==> src/rtl/wb_commit_trace.sv <==
// Commit-trace FIFO between writeback and the difftest/debug trace port.
// Optional macro WB_TRACE_FILTER_EN drops records that write no register.
package wb_commit_trace_pkg;

   typedef struct packed {
      logic [31:0] vaddr;
      logic [31:0] regs_wrdata;
      logic [3:0]  regs_wbe;
      logic [4:0]  regs_waddr;
   } debug_req_t;

   typedef struct packed {
      logic       valid;
      debug_req_t debug_req;
   } pipe_wb_t;

endpackage

module wb_commit_trace
   import wb_commit_trace_pkg::*;
#(
   parameter int DEPTH     = 8,
   parameter int SLACK     = 2,
   parameter int CNT_WIDTH = 16
) (
   input  logic                     clk,
   input  logic                     rst,
   input  pipe_wb_t                 pipe_wb,
   output logic                     ready_o,
   output logic                     trace_valid,
   input  logic                     trace_ready,
   output logic [31:0]              trace_pc,
   output logic [3:0]               trace_wbe,
   output logic [4:0]               trace_waddr,
   output logic [31:0]              trace_wdata,
   output logic [$clog2(DEPTH):0]   occupancy,
   output logic [CNT_WIDTH-1:0]     overflow_cnt
);

   localparam int IDX_W = $clog2(DEPTH);
   localparam int PTR_W = IDX_W + 1;
   localparam logic [PTR_W:0] READY_LIMIT = (PTR_W+1)'(DEPTH - SLACK);

   typedef struct packed {
      logic [31:0] pc;
      logic [3:0]  wbe;
      logic [4:0]  waddr;
      logic [31:0] wdata;
   } entry_t;

   entry_t           mem [DEPTH];
   entry_t           head;
   entry_t           wr_entry;
   logic [PTR_W-1:0] wr_ptr;
   logic [PTR_W-1:0] rd_ptr;
   logic [PTR_W:0]   budget;
   logic             empty;
   logic             full;
   logic             push_req;
   logic             push;
   logic             pop;

   assign empty     = (wr_ptr == rd_ptr);
   assign full      = (wr_ptr[IDX_W-1:0] == rd_ptr[IDX_W-1:0]) &&
                      (wr_ptr[IDX_W] != rd_ptr[IDX_W]);
   assign occupancy = wr_ptr - rd_ptr;

`ifdef WB_TRACE_FILTER_EN
   // Stores and branches carry no register write and never enter the trace.
   assign push_req = pipe_wb.valid && (pipe_wb.debug_req.regs_wbe != 4'b0000);
`else
   assign push_req = pipe_wb.valid;
`endif

   assign pop  = trace_valid && trace_ready;
   assign push = push_req && (!full || pop);

   // Budget includes the record landing this cycle, so the one record that
   // arrives after ready_o falls still fits inside the reserved slack.
   assign budget  = {1'b0, occupancy} + {{PTR_W{1'b0}}, push};
   assign ready_o = (budget <= READY_LIMIT);

   assign wr_entry = '{pc:    pipe_wb.debug_req.vaddr,
                       wbe:   pipe_wb.debug_req.regs_wbe,
                       waddr: pipe_wb.debug_req.regs_waddr,
                       wdata: pipe_wb.debug_req.regs_wrdata};

   // NOTE: sequential state uses non-blocking assignments so every register
   // samples pre-edge values regardless of block ordering.
   always_ff @(posedge clk or negedge rst) begin
      if (!rst) begin
         wr_ptr       <= '0;
         rd_ptr       <= '0;
         overflow_cnt <= '0;
      end else begin
         if (push) wr_ptr <= wr_ptr + 1'b1;
         if (pop)  rd_ptr <= rd_ptr + 1'b1;
         if (push_req && full && !pop && (overflow_cnt != '1))
            overflow_cnt <= overflow_cnt + 1'b1;
      end
   end

   // NOTE: the storage array has no reset; validity lives in the pointers and
   // the outputs are masked while empty, so stale contents are never seen.
   always_ff @(posedge clk) begin
      if (push) mem[wr_ptr[IDX_W-1:0]] <= wr_entry;
   end

   assign head        = mem[rd_ptr[IDX_W-1:0]];
   assign trace_valid = !empty;

   // NOTE: every output gets a default first so no latch can be inferred.
   always_comb begin
      trace_pc    = '0;
      trace_wbe   = '0;
      trace_waddr = '0;
      trace_wdata = '0;
      if (!empty) begin
         trace_pc    = head.pc;
         trace_wbe   = head.wbe;
         trace_waddr = head.waddr;
         trace_wdata = head.wdata;
      end
   end

endmodule

==> config.mk <==
export PLATFORM = sky130hd
export DESIGN_NAME = wb_commit_trace
export DESIGN_NICKNAME = d
export VERILOG_FILES = /design/src/rtl/wb_commit_trace.sv
export SDC_FILE = /design/constraint.sdc
export NUM_CORES = 1
export LEC_CHECK = 0
export CAP_MARGIN = 0
export CELL_PAD_IN_SITES_DETAIL_PLACEMENT = 1
export CELL_PAD_IN_SITES_GLOBAL_PLACEMENT = 1
export CORE_AREA = 2 2 199 348
export CTS_BUF_LIST = sky130_fd_sc_hd__clkbuf_16
export DETAILED_ROUTE_END_ITERATION = 6
export DIE_AREA = 0 0 201 350
export HOLD_SLACK_MARGIN = 0.02
export MAX_ROUTING_LAYER = met4
export PLACE_DENSITY_LB_ADDON = 0.1
export SLEW_MARGIN = 5
export SYNTH_ARGS = -nofsm -noshare
export SYNTH_HDL_FRONTEND = slang
export SYNTH_SLANG_ARGS = --single-unit
==> constraint.sdc <==
create_clock -name clk -period 12.98 [get_ports clk]
set_input_delay 3.245 -clock clk [delete_from_list [all_inputs] [get_ports clk]]
set_output_delay 3.245 -clock clk [all_outputs]
set_load 0.05 [all_outputs]
==> results by group <==
Yosys
  – Top_reg_cell synth: edfxtp_1
  – Syn Area/Cell: 20.35 sq um
  – Synth Warn #: 0
  – Register bit total from synthesis: between 600 and 700
  – Post-synth EDFFs: 584
  – Cell variety after synth: 34
  – Cells after Synth: around 1200
  – Syn_nets: 1237
  – Post-synth ARST share: under 10%
  – Post-synthesis sequential area ratio: 77.43%
  – Synth Cell Area: between 20000 and 25000 sq um

Timing
  – Final Hold Fails: 0
  – Rel. slew slack: 20.22%
  – Final-report setup violation count: 0
  – Setup TNS Final: 0 ns
  – Period utilization: 78.65%
  – Final hold slack: 0.5022 ns
  – Slew @ Worst Pin: 1.187 ns
  – Clock Skews: 0.02874 ns
  – Final Critical Period: 10.21 ns
  – Unrepaired setup endpoints after global routing: no
  – Fmax: 0.09795 GHz
  – Max Slew Vio Count: 0

Clocking
  – Clk slew on worst S/H paths: 0.06 ns
  – Num CTS Buffers: 57
  – Clock latency on the worst-skew pair: approximately 0.64 ns
  – Clk sinks: 608
  – CTS root buffer: clkbuf_16
  – CTS-repair resized insts: 0
  – Maximum root-to-sink buffer count: 3
  – Post-CTS Setup Inserts: 0
  – # hold bufs at CTS: 0
  – CTS H-tree lvls: 2
  – CTS tree: done

Power
  – Maximum vdd drop: between 0.2 and 0.25 mV
  – PwrDens: 266.6 nW/um^2
  – LEAKAGE: roughly 0.0090 uW

Detailed routing
  – Drc violations: 0
  – DR WL/cell: around 25 um
  – First drt pass iteration count: 5
  – Via Count: 11620
  – DRT iter0 DRCs: 621
  – Antenna-violating nets left: 0
  – Vias/cell: just over 5
  – Final WL: 57.14 mm

Worst setup path
  – Crit-path cells: clkdlybuf4s50_1 > o31ai_1 > inv_1 > ha_1 > ha_1 > a21oi_1 > nand4_1 > mux2i_1 > clkdlybuf4s50_1
  – Critical Path AT: 6.96 ns
  – Critical path's largest stage delay: 1.01 ns
  – Worst setup SP type: input port
  – Worst setup EP type: primary output
  – Reg2reg setup slack: 7.51 ns
  – CP Buf/Inv Count: 3
  – Crit path max-delay family: buffers and inverters
  – Slowest cell on crit path: o31ai_1
  – RR Startpoint: rd_ptr[2]$_DFFE_PN0P_
  – Kind of critical path: input port to primary output
  – Reg2Reg Depth: 8
  – CP required: 9.73 ns
  – Worst reg2reg endpoint: mem[7][66]$_DFFE_PP_
  – Worst Path Max Fanout: 6

Floorplanning
  – Die Y: between 300 and 400 um
  – DIE WIDTH: ~200 um
  – Io pins: 172
  – Core area: between 60000 and 70000 sq um
  – Starting density of the core: 34.80%
  – Rows: 126
  – Die ar.: roughly 70000 sq um

Cells and area
  – Final std cells w/o fill: between 2000 and 2500
  – Fill count: between 6000 and 7000
  – Commonest non-fill, non-tap cell in the layout: edfxtp_1
  – Layout area overhead: 19.68%
  – Share of cells above drive strength 1: 19.31%
  – Nets: 1428
  – Final Cell Area: 28030 sq um
  – Most frequent cells in the layout: edfxtp_1 (584), clkdlybuf4s50_1 (171), nand2_1 (160), mux4_2 (146), a21oi_1 (75)

Global route
  – Pin count of the biggest net entering global routing: 62
  – First-pass GRT wire length: between 80 and 90 mm
  – Vias in the first global route: 12990
  – Initial antenna violation count: 5
  – Overflow after GRT: 0
  – Overall Global Routing Usage: 17.05%

Min path
  – Hold endpoint: overflow_cnt[15]$_DFFE_PN0P_
  – Hold Startpoint: overflow_cnt[15]$_DFFE_PN0P_
  – Hold Crit Class: register to register
  – Hold path depth: 1

Placement
  – Placed Area: 26240 sq um
  – Placed insts: 2179
  – Port bufs: 171
  – Final Wtd Congestion: 0.7397
  – Post-DP HPWL: between 20 and 30 mm

Flow run
  – Max cap viols: 0

Outcome
  – Run status: complete, no violations
-- sequential cells by signal, summed over array words and instances (netlist names) --
| signal | cells |
|---|---|
| rd_ptr | 4 |
| wr_ptr | 4 |
| overflow_cnt | 16 |
| mem | 584 |
-- metal layers --
metal / GRT usage (%) / part of all wire [%] / up-vias
met3: 3.353 / 4.4 / 68
li1: - / - / 5026
met4: 4.580 / 2.2 / 0
met2: 29.00 / 51 / 222
met1: 20.84 / 43 / 6300
met5: - / 0 / -
-- where the power goes --
part	switching (uW)	internal, uW
Sequential	164	2470
Clock	728	897
Combinational	2090	1120
-- per-stage QoR --
stage	util [%]	setup WS, ns	power [uW]
after CTS	41.62	2.786	7619
after detailed placement	38.97	2.789	5972
after floorplan	-	2.002	4824
final	41.64	2.771	7472
after global routing	41.64	2.480	7830
after global placement	38.97	2.871	5952
-- how the worst max path moves through the flow --
stage	cells after the start	startpoint	slack, ns	end
after global placement	9	trace_ready	2.87	ready_o
after floorplan	2	trace_ready	2.00	mem[0][0]$_DFFE_PP_
after global routing	9	trace_ready	2.48	ready_o
after detailed placement	9	trace_ready	2.79	ready_o
after CTS	9	trace_ready	2.79	ready_o
final	9	trace_ready	2.77	ready_o
-- cells in the mapped netlist (3+ instances only) --
| cell | count | area share [%] |
|---|---|---|
| edfxtp_1 | 584 | 75 |
| nand2_1 | 160 | 2.6 |
| mux4_2 | 146 | 14 |
| a21oi_1 | 75 | 1.6 |
| clkbuf_1 | 38 | 0.61 |
| dfrtp_1 | 24 | 2.6 |
| buf_2 | 16 | 0.34 |
| xor2_1 | 16 | 0.60 |
| nand3_1 | 11 | 0.24 |
| nor3_1 | 10 | 0.21 |
| inv_1 | 9 | 0.14 |
| xnor2_1 | 9 | 0.34 |
| ha_1 | 8 | 0.43 |
| buf_1 | 6 | 0.096 |
| nor4_1 | 6 | 0.16 |
| nand4_1 | 5 | 0.13 |
| nor2_1 | 5 | 0.080 |
| and3_1 | 3 | 0.080 |
-- cell type report --
cell class	count	area (sq um)	area share [%]
sequential	608	18150	64.74
antenna	5	12.51	0.04463
clock inverter	48	359.1	1.281
timing repair buffer	194	1884	6.722
clock buffer	57	1426	5.088
inverter	9	35.03	0.1250
multi-input combinational	472	5046	18.00
tap	896	1121	3.999
-- kinds of logic (layout without fill, tap and decap cells) --
family	Yosys count	in the layout	synth area share, %
other cells	0	5	0
fa+ha+maj	9	9	0.5128
simple gates	212	212	4.012
xor+xnor	25	25	0.9348
compound gates	77	77	1.672
flops	608	608	77.43
mux	149	149	14.18
buf+inv	71	308	1.261
(Power assumes the default switching activity.)
